### config.mk
export PLATFORM = sky130hd
export DESIGN_NAME = tusca_uc
export DESIGN_NICKNAME = d
export VERILOG_FILES = /design/src/rtl/tusca_uc_pkg.sv /design/src/rtl/tusca_uc_detector_borda.sv /design/src/rtl/tusca_uc.sv
export SDC_FILE = /design/constraint.sdc
export NUM_CORES = 1
export LEC_CHECK = 0
export BUFFER_PORTS_ARGS = -buffer_cell sky130_fd_sc_hd__buf_2
export CELL_PAD_IN_SITES_DETAIL_PLACEMENT = 1
export CELL_PAD_IN_SITES_GLOBAL_PLACEMENT = 1
export CORE_MARGIN = 2
export CORE_UTILIZATION = 47
export DETAILED_ROUTE_END_ITERATION = 12
export PLACE_DENSITY_LB_ADDON = 0.15
export SKIP_CTS_REPAIR_TIMING = 1
export SLEW_MARGIN = 20
export SYNTH_ARGS = -nofsm -noshare
export SYNTH_HDL_FRONTEND = slang
export SYNTH_SLANG_ARGS = --single-unit
### constraint.sdc
create_clock -name clock -period 6 [get_ports clock]
set_input_delay 0.9 -clock clock [delete_from_list [all_inputs] [get_ports clock]]
set_output_delay 0.9 -clock clock [all_outputs]
set_load 0.005 [all_outputs]
### src/rtl/tusca_uc_pkg.sv
// Shared definitions for the TUSCA control unit: state codes (also used by the
// top-level debug/hex display) and small arithmetic helpers.
package tusca_uc_pkg;

  typedef enum logic [3:0] {
    ST_INICIAL            = 4'd0,
    ST_CONFIG             = 4'd1,
    ST_ESPERA_CONFIG      = 4'd2,
    ST_MEDE               = 4'd3,
    ST_ESPERA_MEDIDA      = 4'd4,
    ST_TRANSMITE          = 4'd5,
    ST_ESPERA_TRANSMISSAO = 4'd6,
    ST_INTERVALO          = 4'd7,
    ST_ERRO               = 4'd8
  } estado_e;

  localparam logic [3:0] ERROS_SAT = 4'd15;

  function automatic int max_int(input int a, input int b);
    return (a > b) ? a : b;
  endfunction

  function automatic logic [3:0] inc_sat(input logic [3:0] v);
    return (v == ERROS_SAT) ? v : v + 4'd1;
  endfunction

endpackage

### src/rtl/tusca_uc_detector_borda.sv
// Rising-edge detector for an asynchronous level: two-flop synchroniser, then a
// registered one-cycle pulse on each 0->1 transition.
module detector_borda (
  input  logic clk_i,
  input  logic rst_ni,
  input  logic sinal_i,
  output logic borda_o
);

  logic [2:0] sync_q;
  logic       borda_q;

  // sync_q[1] is the synchronised level, sync_q[2] its previous value
  always_ff @(posedge clk_i or negedge rst_ni) begin
    if (!rst_ni) begin
      sync_q  <= 3'b000;
      borda_q <= 1'b0;
    end else begin
      sync_q  <= {sync_q[1:0], sinal_i};
      borda_q <= sync_q[1] & ~sync_q[2];
    end
  end

  assign borda_o = borda_q;

endmodule

### src/rtl/tusca_uc.sv
// TUSCA control unit: sequences config, DHT11 measurement, transmission and the
// measurement interval; counts consecutive failures and raises the alarm.
module tusca_uc
  import tusca_uc_pkg::*;
#(
  parameter int INTERVALO_MS = 3000,
  parameter int TIMEOUT_MS   = 2000,
  parameter int MAX_ERROS    = 5
) (
  input  logic       clock,
  input  logic       reset,
  input  logic       ligar,
  input  logic       pedir_config,
  input  logic       fim_delay,
  input  logic       pronto_config,
  input  logic       erro_config,
  input  logic       pronto_medida,
  input  logic       erro_medida,
  input  logic       pronto_transmite_medida,
  output logic       zera_delay,
  output logic       conta_delay,
  output logic       receber_config,
  output logic       medir_dht11,
  output logic       transmite_medida,
  output logic       gira,
  output logic       alarme,
  output logic [3:0] db_estado,
  output logic [3:0] db_erros
);

  localparam int              CNT_MAX = max_int(INTERVALO_MS, TIMEOUT_MS);
  localparam int              CW      = $clog2(CNT_MAX + 1);
  localparam logic [CW-1:0]   CNT_LIM = CW'(CNT_MAX);
  localparam logic [CW-1:0]   INT_LIM = CW'(INTERVALO_MS);
  localparam logic [CW-1:0]   TMO_LIM = CW'(TIMEOUT_MS);
  localparam logic [3:0]      MAX_LIM = 4'(MAX_ERROS);

  estado_e       estado_q, estado_d;
  logic [CW-1:0] ms_cnt_q, ms_cnt_d;
  logic [3:0]    erros_q, erros_d;
  logic          config_pendente_q, config_pendente_d;
  logic          zera_q, conta_q, receber_q, medir_q, transmite_q, gira_q, alarme_q;
  logic          zera_d, conta_d, receber_d, medir_d, transmite_d, gira_d, alarme_d;
  logic          borda_s, timeout_s, intervalo_fim_s;

  detector_borda u_borda (
    .clk_i   (clock),
    .rst_ni  (reset),
    .sinal_i (pedir_config),
    .borda_o (borda_s)
  );

  // zera_q also marks the first INTERVALO cycle, where a stale count must not end the interval
  assign timeout_s       = (ms_cnt_q == TMO_LIM);
  assign intervalo_fim_s = !zera_q && (ms_cnt_q == INT_LIM);

  // Next-state, failure counter and pending-config decisions
  always_comb begin
    estado_d = estado_q;
    erros_d  = erros_q;
    case (estado_q)
      ST_INICIAL: begin
        if (ligar) estado_d = config_pendente_q ? ST_CONFIG : ST_MEDE;
        else       estado_d = ST_INICIAL;
      end
      ST_CONFIG:    estado_d = ST_ESPERA_CONFIG;
      ST_MEDE:      estado_d = ST_ESPERA_MEDIDA;
      ST_TRANSMITE: estado_d = ST_ESPERA_TRANSMISSAO;
      ST_ESPERA_CONFIG: begin
        if (pronto_config || erro_config || timeout_s) estado_d = ST_MEDE;
        else                                           estado_d = ST_ESPERA_CONFIG;
      end
      ST_ESPERA_MEDIDA: begin
        if (erro_medida || timeout_s) begin
          erros_d  = inc_sat(erros_q);
          estado_d = (erros_d == MAX_LIM) ? ST_ERRO : ST_INTERVALO;
        end else if (pronto_medida) begin
          erros_d  = 4'd0;
          estado_d = ST_TRANSMITE;
        end else begin
          estado_d = ST_ESPERA_MEDIDA;
        end
      end
      ST_ESPERA_TRANSMISSAO: begin
        if (pronto_transmite_medida || timeout_s) estado_d = ST_INTERVALO;
        else                                      estado_d = ST_ESPERA_TRANSMISSAO;
      end
      ST_INTERVALO: begin
        if (!ligar)                 estado_d = ST_INICIAL;
        else if (config_pendente_q) estado_d = ST_CONFIG;
        else if (intervalo_fim_s)   estado_d = ST_MEDE;
        else                        estado_d = ST_INTERVALO;
      end
      ST_ERRO: begin
        if (!ligar) begin
          estado_d = ST_INICIAL;
          erros_d  = 4'd0;
        end else begin
          estado_d = ST_ERRO;
        end
      end
      default: estado_d = ST_INICIAL;
    endcase

    if (borda_s)                     config_pendente_d = 1'b1;
    else if (estado_d == ST_CONFIG)  config_pendente_d = 1'b0;
    else                             config_pendente_d = config_pendente_q;

    if (zera_q)                                          ms_cnt_d = '0;
    else if (conta_q && fim_delay && ms_cnt_q != CNT_LIM) ms_cnt_d = ms_cnt_q + CW'(1);
    else                                                  ms_cnt_d = ms_cnt_q;
  end

  // Moore outputs computed from the next state so they register alongside it
  always_comb begin
    zera_d      = 1'b0;
    conta_d     = 1'b0;
    receber_d   = 1'b0;
    medir_d     = 1'b0;
    transmite_d = 1'b0;
    gira_d      = 1'b0;
    alarme_d    = 1'b0;
    case (estado_d)
      ST_CONFIG:    begin receber_d   = 1'b1; zera_d = 1'b1; end
      ST_MEDE:      begin medir_d     = 1'b1; zera_d = 1'b1; end
      ST_TRANSMITE: begin transmite_d = 1'b1; zera_d = 1'b1; end
      ST_ESPERA_CONFIG, ST_ESPERA_MEDIDA, ST_ESPERA_TRANSMISSAO: conta_d = 1'b1;
      ST_INTERVALO: begin
        gira_d = 1'b1;
        if (estado_q == ST_INTERVALO) conta_d = 1'b1;
        else                          zera_d  = 1'b1;
      end
      ST_ERRO:      alarme_d = 1'b1;
      default:      zera_d   = 1'b0;
    endcase
  end

  // State, counters and registered outputs
  always_ff @(posedge clock or negedge reset) begin
    if (!reset) begin
      estado_q          <= ST_INICIAL;
      ms_cnt_q          <= '0;
      erros_q           <= 4'd0;
      config_pendente_q <= 1'b1;
      zera_q            <= 1'b0;
      conta_q           <= 1'b0;
      receber_q         <= 1'b0;
      medir_q           <= 1'b0;
      transmite_q       <= 1'b0;
      gira_q            <= 1'b0;
      alarme_q          <= 1'b0;
    end else begin
      estado_q          <= estado_d;
      ms_cnt_q          <= ms_cnt_d;
      erros_q           <= erros_d;
      config_pendente_q <= config_pendente_d;
      zera_q            <= zera_d;
      conta_q           <= conta_d;
      receber_q         <= receber_d;
      medir_q           <= medir_d;
      transmite_q       <= transmite_d;
      gira_q            <= gira_d;
      alarme_q          <= alarme_d;
    end
  end

  assign zera_delay       = zera_q;
  assign conta_delay      = conta_q;
  assign receber_config   = receber_q;
  assign medir_dht11      = medir_q;
  assign transmite_medida = transmite_q;
  assign gira             = gira_q;
  assign alarme           = alarme_q;
  assign db_estado        = estado_q;
  assign db_erros         = erros_q;

endmodule
==> results of run 1 <==
logic make-up after synthesis:
logic type	after synthesis	share of synthesized area, %
simple gates	66	22.7
flops	32	48.7
compound gates	28	15.1
xor+xnor	12	6.39
buf+inv	12	2.74
fa+ha+maj	4	3.04
mux	2	1.22
power by group through the flow:
stage                     Clock [mW]  Combinational, mW  Sequential, mW
after floorplan                    0              0.194           0.305
after global placement             0              0.255           0.322
after detailed placement           0              0.268           0.325
after CTS                      0.128              0.269           0.321
after global routing           0.136              0.299           0.331
final                          0.123              0.265           0.320
cells in the final DEF (no fill, tap or decap), types with 5 or more instances in the layout:
master,Yosys,routed
nand2_1,11,11
buf_2,0,24
nor2_1,16,16
nor3_1,5,5
xnor2_1,6,6
xor2_1,6,6
clkbuf_4,0,5
inv_1,10,10
nand3_1,5,5
dfrtp_1,31,31
synth_stat cells, types with 2 or more instances:
cell type / n
nor2_1: 16
nor3_1: 5
and3_1: 3
o21ai_0: 2
mux2i_1: 2
inv_1: 10
nand4bb_1: 2
ha_1: 4
xnor2_1: 6
nor4_1: 2
a21o_1: 3
nand3_1: 5
and3b_1: 2
nand2b_1: 4
xor2_1: 6
nor2b_1: 4
nand2_1: 11
a32o_1: 2
a21boi_0: 2
and2_1: 3
a21oi_1: 4
dfrtp_1: 31
clkbuf_1: 2
critical path: cells and delay by family (launching register included):
family	cells	cell delay, ps
AO/OA/AOI/OAI	3	1080
adder cells (fa/ha/maj)	1	290
flip-flops	1	470
AND/OR/NAND/NOR	3	470
path summary, 6_finish.rpt:
path,cells past startpoint,to,from
max,7,db_erros[1],db_erros[0]
min,0,u_borda.sync_q[1],u_borda.sync_q[0]
max reg2reg,7,db_erros[1],db_erros[0]
min reg2reg,0,u_borda.sync_q[1],u_borda.sync_q[0]
max in group asynchronous,1,db_estado[1],reset
min in group asynchronous,1,receber_config,reset
metal layers:
layer  part of all wire [%]  GRT usage [%]  vias up
met2                     53           36.0       26
met4                    1.4           5.00        0
li1                       -              -      606
met5                      0              0        -
met1                     42           22.9      642
met3                    3.5           6.07        8
flip-flops by register name, indices dropped and copies added, names as in the netlist:
name               count
alarme                 1
config_pendente_q      1
conta_delay            1
db_erros               4
db_estado              4
gira                   1
medir_dht11            1
ms_cnt_q              12
receber_config         1
transmite_medida       1
u_borda.borda_o        1
u_borda.sync_q         3
zera_delay             1
metrics by stage:
stage | total power, mW | std cells | setup slack (ps) | util (%)
after global placement | 0.577 | 224 | 3680 | 54.4
after detailed placement | 0.593 | 224 | 3650 | 54.4
final | 0.709 | 232 | 3600 | 56.1
after global routing | 0.766 | 232 | 3440 | 56.1
after CTS | 0.718 | 232 | 3610 | 56.1
after floorplan | 0.499 | 156 | 3960 | -
layout make-up:
cell class / count / area, um^2
Tap cell: 46 / 57.6
Timing Repair Buffer: 24 / 120
Inverter: 10 / 37.5
Fill cell: 413 / 1470
Multi-Input combinational cell: 112 / 798
Clock buffer: 5 / 37.5
Sequential cell: 32 / 802
Clock inverter: 3 / 18.8
==> metrics list, run 1 <==
- Global routing used 20.0% of the available tracks.
- In this run the horizontal extent of the chip is 63.2 um.
- After the last flow step, the layout net total stands at 199.
- Setup violations remaining at the end of the flow were counted as 0.
* Dpl cell area: 1820 um^2
- Max-slew headroom: 52.5%
* Main synth FF type: dfrtp_1
- Combinational logic burns 37.4% of the power.
- Summing over every cut layer, the via total after detailed routing is 1282.
- Via count of the first global-routing pass: 1331
- At the later pin of the worst-skew pair, clock insertion delay measures 340 ps.
* Ratio of final minimum period to clock period: 40.0%
* Initial core utilization: 49.3%
- The analysis attributes to net switching a power of 283 uW.
- Number of slew-limit violations in the final report: 0
- Mean area per synthesized cell: 10.5 um^2
- Class of the tightest hold or removal check: flip-flop to flip-flop
- Area of the core region: 3340 um^2
* Per-cell via count in the routed design: 5.53
- Number of antenna violations at the first check in global routing: 0
- Clk pwr share: 17.4%
* Pin count of the biggest net entering global routing: 33
- The final hold violation count was 0.
* CTS sink cnt: 32
* Placement row count: 21
* Drt total wl: 3580 um
* CTS tree: built
- STA classifies the critical path startpoint as a flip-flop.
- The flow ran to the end, and the final reports show no timing, DRC or antenna violations.
- Traced cell by cell, the critical path runs through ha_1 > nand3b_1 > o31ai_1 > a31oi_1 > a21boi_4 > nor3b_2 > nor3_1.
* CP max-delay cell: o31ai_1
- Summed over all instances, the cell type with the most area after synthesis is dfrtp_1.
- Across the routed clock network, the largest skew measured is 8.83 ps.
- Wire per inst: 15.4 um
- Placer congestion estimate: 0.851
- Count of input and output buffers: 24
- In this run switching power makes up 40.0% of total power.
- In this run the register-to-register setup slack is 3600 ps.
* Die Y: 63.2 um
- For the pin with the worst max-slew slack, the measured transition is 713 ps.
- STA classifies the critical path endpoint as a flip-flop.
- In this run the biggest area consumer among cell types represents 47.1% of the synthesized area.
- Clock-pin slew was measured on the worst setup and hold paths at 100 ps.
- Unrepaired setup endpoints after global routing: no
- Type of the worst setup path: flip-flop to flip-flop
- The H-tree was split into 2 levels.
- The clock passes through at most 2 buffers.
- Number of DRC violations after detailed-routing iteration 0: 44
* Global-route wire length before repair: 6180 um
* Signal arrival time at the worst endpoint: 2660 ps
* Post-Syn Instances: 156
* Share of layout cells above drive strength 1: 22.0%
- Counting flops with a built-in enable in the synthesized netlist gives 0.
* Max IR drop VDD: 0.000190 V
* I/O pin total: 25
- After synthesis, the share of flip-flops with an asynchronous set or reset is 100%.
- Setup TNS: 0 ps
* Number of distinct standard cells referenced by the synthesized netlist: 48
- Clock tree synthesis selected as its root buffer the cell clkbuf_4.
- Diode count: 0
* Leakage power: 0.884 nW
* Critical path's largest stage delay: 530 ps
- Count of warnings emitted by yosys: 0
- Final antenna-violating net count: 0
* Total of max-cap violations: 0
- First-pass iteration count of the detailed router: 4
- After routing the design area is 1870 um^2.
- Mapped Nets: 170
- The share of total power dissipated in sequential elements is 45.2%.
* Sequential cell area fraction in the yosys report: 48.7%
- Worst slack on hold paths: 365 ps
* Cells taking the most area after synthesis: dfrtp_1, nor2_1, xnor2_1
* Maximum fanout encountered on the critical timing path: 8
* Die footprint: 3990 um^2
* Detailed-placement wirelength estimate: 2690 um
* Internal Dissipation: 425 uW
* Worst path required time: 6260 ps
- FMAX: 417 MHz
- Power per Cell Area: 379 nW/um^2
* DRC violation count after routing: 0
- The clock period could shrink to 2400 ps.
- Netlist Area Pre-Place: 1650 um^2
- The area growth from synthesis to layout is 13.8%.
- Counting flops and latches in the post-synthesis netlist gives 32.
- In this run, CTS created clock tree buffers numbering 5.
- Final global-route overflow total: 0
Power figures use the tool's default switching activity.
==> run 2: changes to the inputs <==
CORE_UTILIZATION = 43   (was 47)
clock period = 2.3 ns   (was 6 ns; I/O delays follow)
==> run 2 against run 1 <==
  * First-iteration DRC count fell by 9.1%
  * Clock skew fell by 3.1 ps
  * Sequential share of layout area fell by 3.9 points
  * Sequential power rose to 2.5 times the previous value
  * Fmax rose by 6.6%
  * Setup slack got worse by 3600 ps
  * Combinational power rose to 3.5 times the previous value
  * Via count rose by 2.7%
  * Cell count rose by 5.6%
  * Non-clock buffer count rose by 11
  * Count of clock-buffer cells in the layout rose by 2
  * Utilization rose by 0.40 points
  * Highest routed layer unchanged
==> metrics list, run 2 (synthesis results as in run 1) <==
* Element type at the critical path end: flip-flop (unchanged)
- The clock tree buffer depth is 2 (unchanged).
- Status: completed (unchanged).
* Register share of total power: 34.7% (was 45.2%)
- The clock share of power was 25.8% (was 17.4%).
- Unrepaired setup endpoints after global routing: yes (was no).
- Number of levels in the clock H-tree: 2 (unchanged)
- Worst slack on hold paths: 101 ps (was 365 ps)
- Setup TNS: 0 ps (unchanged)
- The post-route DRC violation count was 0 (unchanged).
- Setup slack of the worst register-to-register path: 50 ps (was 3600 ps)
* Per-cell via count in the routed design: 5.38 (was 5.53)
- The utilization of the core after routing is 56.5% (was 56.1%).
* Final net count: 210 (was 199)
- The number of detailed-route iterations in the first pass is 4 (unchanged).
- Final antenna-violating net count: 0 (unchanged)
* Reg2reg start: ms_cnt_q[0] (was db_erros[0])
* Diode count: 0 (unchanged)
* Internal Dissipation: 1.50 mW (was 425 uW)
- Max FFs per register: 12 (unchanged)
* Cell family with most CP delay: simple AND/OR/NAND/NOR gates (was compound AO/OA/AOI/OAI gates)
- Worst path required time: 2480 ps (was 6260 ps)
- The overall overflow remaining after global route is 0 (unchanged).
- Crit-path cells: inv_1 > ha_1 > nand2b_4 > or4_4 > o2111ai_4 > a21boi_4 > buf_4 > a21o_1 > nand2_1 (was ha_1 > nand3b_1 > o31ai_1 > a31oi_1 > a21boi_4 > nor3b_2 > nor3_1).
- FMAX: 445 MHz (was 417 MHz)
- The cell total after placement is 229 (was 224).
- The register bank with the most flops was ms_cnt_q (unchanged).
- The number of clock buffers inserted by TritonCTS is 5 (unchanged).
- The fraction of final layout cells sized beyond drive strength 1 came to 29.9% (was 22.0%).
- Leading cell types in the layout, fill and taps excluded: dfrtp_1, buf_2, nor2_1 (unchanged).
- The fraction of the cycle the final worst path needs is 97.8% (was 40.0%).
- The count of endpoints failing setup in the final report is 0 (unchanged).
- The part of the total power dissipated in combinational logic is 39.6% (was 37.4%).
- Critical path's largest stage delay: 530 ps (about the same)
* Clock-pin slew reported for the worst setup and hold paths after clock tree synthesis: 70 ps (was 100 ps)
- Combined buffer and inverter count along the critical path: 2 (was 0)
- Most common cell after layout, fill and taps aside: dfrtp_1 (unchanged)
* CTS tree: built (unchanged)
- Number of DRC violations after detailed-routing iteration 0: 40 (was 44)
- The class of the tightest hold or removal check is input pin to async pin (was flip-flop to flip-flop).
- The fraction of power spent switching nets was 35.7% (was 40.0%).
- The worst endpoint data arrival time was 2420 ps (was 2660 ps).
- Clk_skew: 5.68 ps (was 8.83 ps)
- Die Y: 65.9 um (was 63.2 um)
- The final hold violation count was 0 (unchanged).
* CP max-delay cell: or4_4 (was o31ai_1)
- The final RePlAce weighted congestion is 0.826 (was 0.851).
- Total of max-cap violations: 0 (unchanged)
- Dpl cell area: 1840 um^2 (was 1820 um^2)
- The post-route cell area came to 2070 um^2 (was 1870 um^2).
- The storage element area came to 805 um^2 (was 802 um^2).
* NetSw: 832 uW (was 283 uW)
- The via count is 1317 (was 1282).
- Maximum fanout encountered on the critical timing path: 5 (was 8)
- The overall routed net length is 4060 um (was 3580 um).
* Cells on worst reg2reg path: 9 (was 7)
- Synthesis-to-layout area growth: 25.7% (was 13.8%)
* Max IR drop VDD: 0.000647 V (was 0.000190 V)
* Initial core utilization: 44.9% (was 49.3%)
- Die Width: 65.9 um (was 63.2 um)
- The global-route wire length before repair is 6740 um (was 6180 um).
- The total count of max-transition violations in the final report came to 0 (unchanged).
* Measured slew at the worst slew-check pin: 715 ps (was 713 ps)
* Global-route usage over all layers: 20.9% (was 20.0%)
- Clock latency of the later-clocked register in the worst-skew pair: 290 ps (was 340 ps)
* Area of the core region: 3660 um^2 (was 3340 um^2)
- I/O pin total: 25 (unchanged)
- The cell at the root of the clock tree is clkbuf_8 (was clkbuf_4).
- Count of input and output buffers: 24 (unchanged)
* Placement row count: 22 (was 21)
* Max-slew headroom: 52.3% (was 52.5%)
* Number of cells in the finished layout apart from fillers: 245 (was 232)
* Time the worst path needs with I/O delays and setup: 2250 ps (was 2400 ps)
* Type of the worst setup path: flip-flop to flip-flop (unchanged)
- CTS sink cnt: 32 (unchanged)
* Wire per inst: 16.6 um (was 15.4 um)
- The static power due to leakage is 0.976 nW (was 0.884 nW).
- The number of fill cells came to 419 (was 413).
- Number of antenna violations at the first check in global routing: 0 (unchanged)
* Area of combinational cells with multiple inputs: 837 um^2 (was 798 um^2)
- Startpoint class of the critical path: flip-flop (unchanged)
* Power per Cell Area: 1130 nW/um^2 (was 379 nW/um^2)
* Pin count of the biggest net entering global routing: 33 (unchanged)
* Reg2reg end: conta_delay (was db_erros[1])
- Die footprint: 4340 um^2 (was 3990 um^2)
- Detailed-placement wirelength estimate: 2790 um (was 2690 um)
* Via count of the first global-routing pass: 1410 (was 1331)
==> run 2: cell count changes in the layout (fill, tap and decap cells not counted), moves of 2 or more <==
cell,before,now
clkbuf_8,0,7
dfrtp_2,0,2
buf_4,0,11
clkbuf_4,5,0
clkinv_2,2,0
dfrtp_1,31,29
==> run 2: cell type report <==
class,instances,share of cell area (%)
multi-input combinational,112,40.5
sequential,32,38.9
timing repair buffer,35,9.80
clock buffer,7,4.66
tap,48,2.90
inverter,10,1.81
clock inverter,1,1.45
==> run 2: power groups by stage <==
stage	clock [mW]	combinational, mW	sequential (mW)
3_5_place_dp	0	0.750	0.820
6_report	0.602	0.923	0.808
4_1_cts	0.617	0.760	0.813
5_1_grt	0.641	1.02	0.830
2_1_floorplan	0	0.506	0.796
3_3_place_gp	0	0.734	0.811
==> run 2: worst max-delay path by stage <==
stage,start,endpoint,slack [ps],cells past startpoint
3_3_place_gp,ms_cnt_q[0],db_erros[0],180,8
3_5_place_dp,db_erros[0],db_erros[2],40,7
6_report,ms_cnt_q[0],conta_delay,50,9
5_1_grt,ms_cnt_q[0],db_erros[2],-30,8
2_1_floorplan,db_erros[0],db_erros[0],260,7
4_1_cts,db_erros[0],db_erros[2],20,7
==> run 2: worst register-to-register path: stages, from the launching register on <==
cell	delay [ps]
dfrtp_1	410
inv_1	80
ha_1	190
nand2b_4	90
or4_4	530
o2111ai_4	230
a21boi_4	300
buf_4	150
a21o_1	100
nand2_1	50
==> run 2: per-stage QoR <==
step | setup slack [ps] | total power, mW
2_1_floorplan | 264 | 1.30
3_3_place_gp | 177 | 1.54
3_5_place_dp | 42.1 | 1.57
4_1_cts | 23.1 | 2.19
5_1_grt | -34.3 | 2.50
6_report | 50.7 | 2.33
==> run 2: routing by layer <==
layer,global-route usage [%],part of all wire [%],up-vias
li1,-,-,625
met5,0,0,-
met4,6.25,1.3,0
met3,5.79,3.5,7
met2,36.5,52,23
met1,25.0,43,662
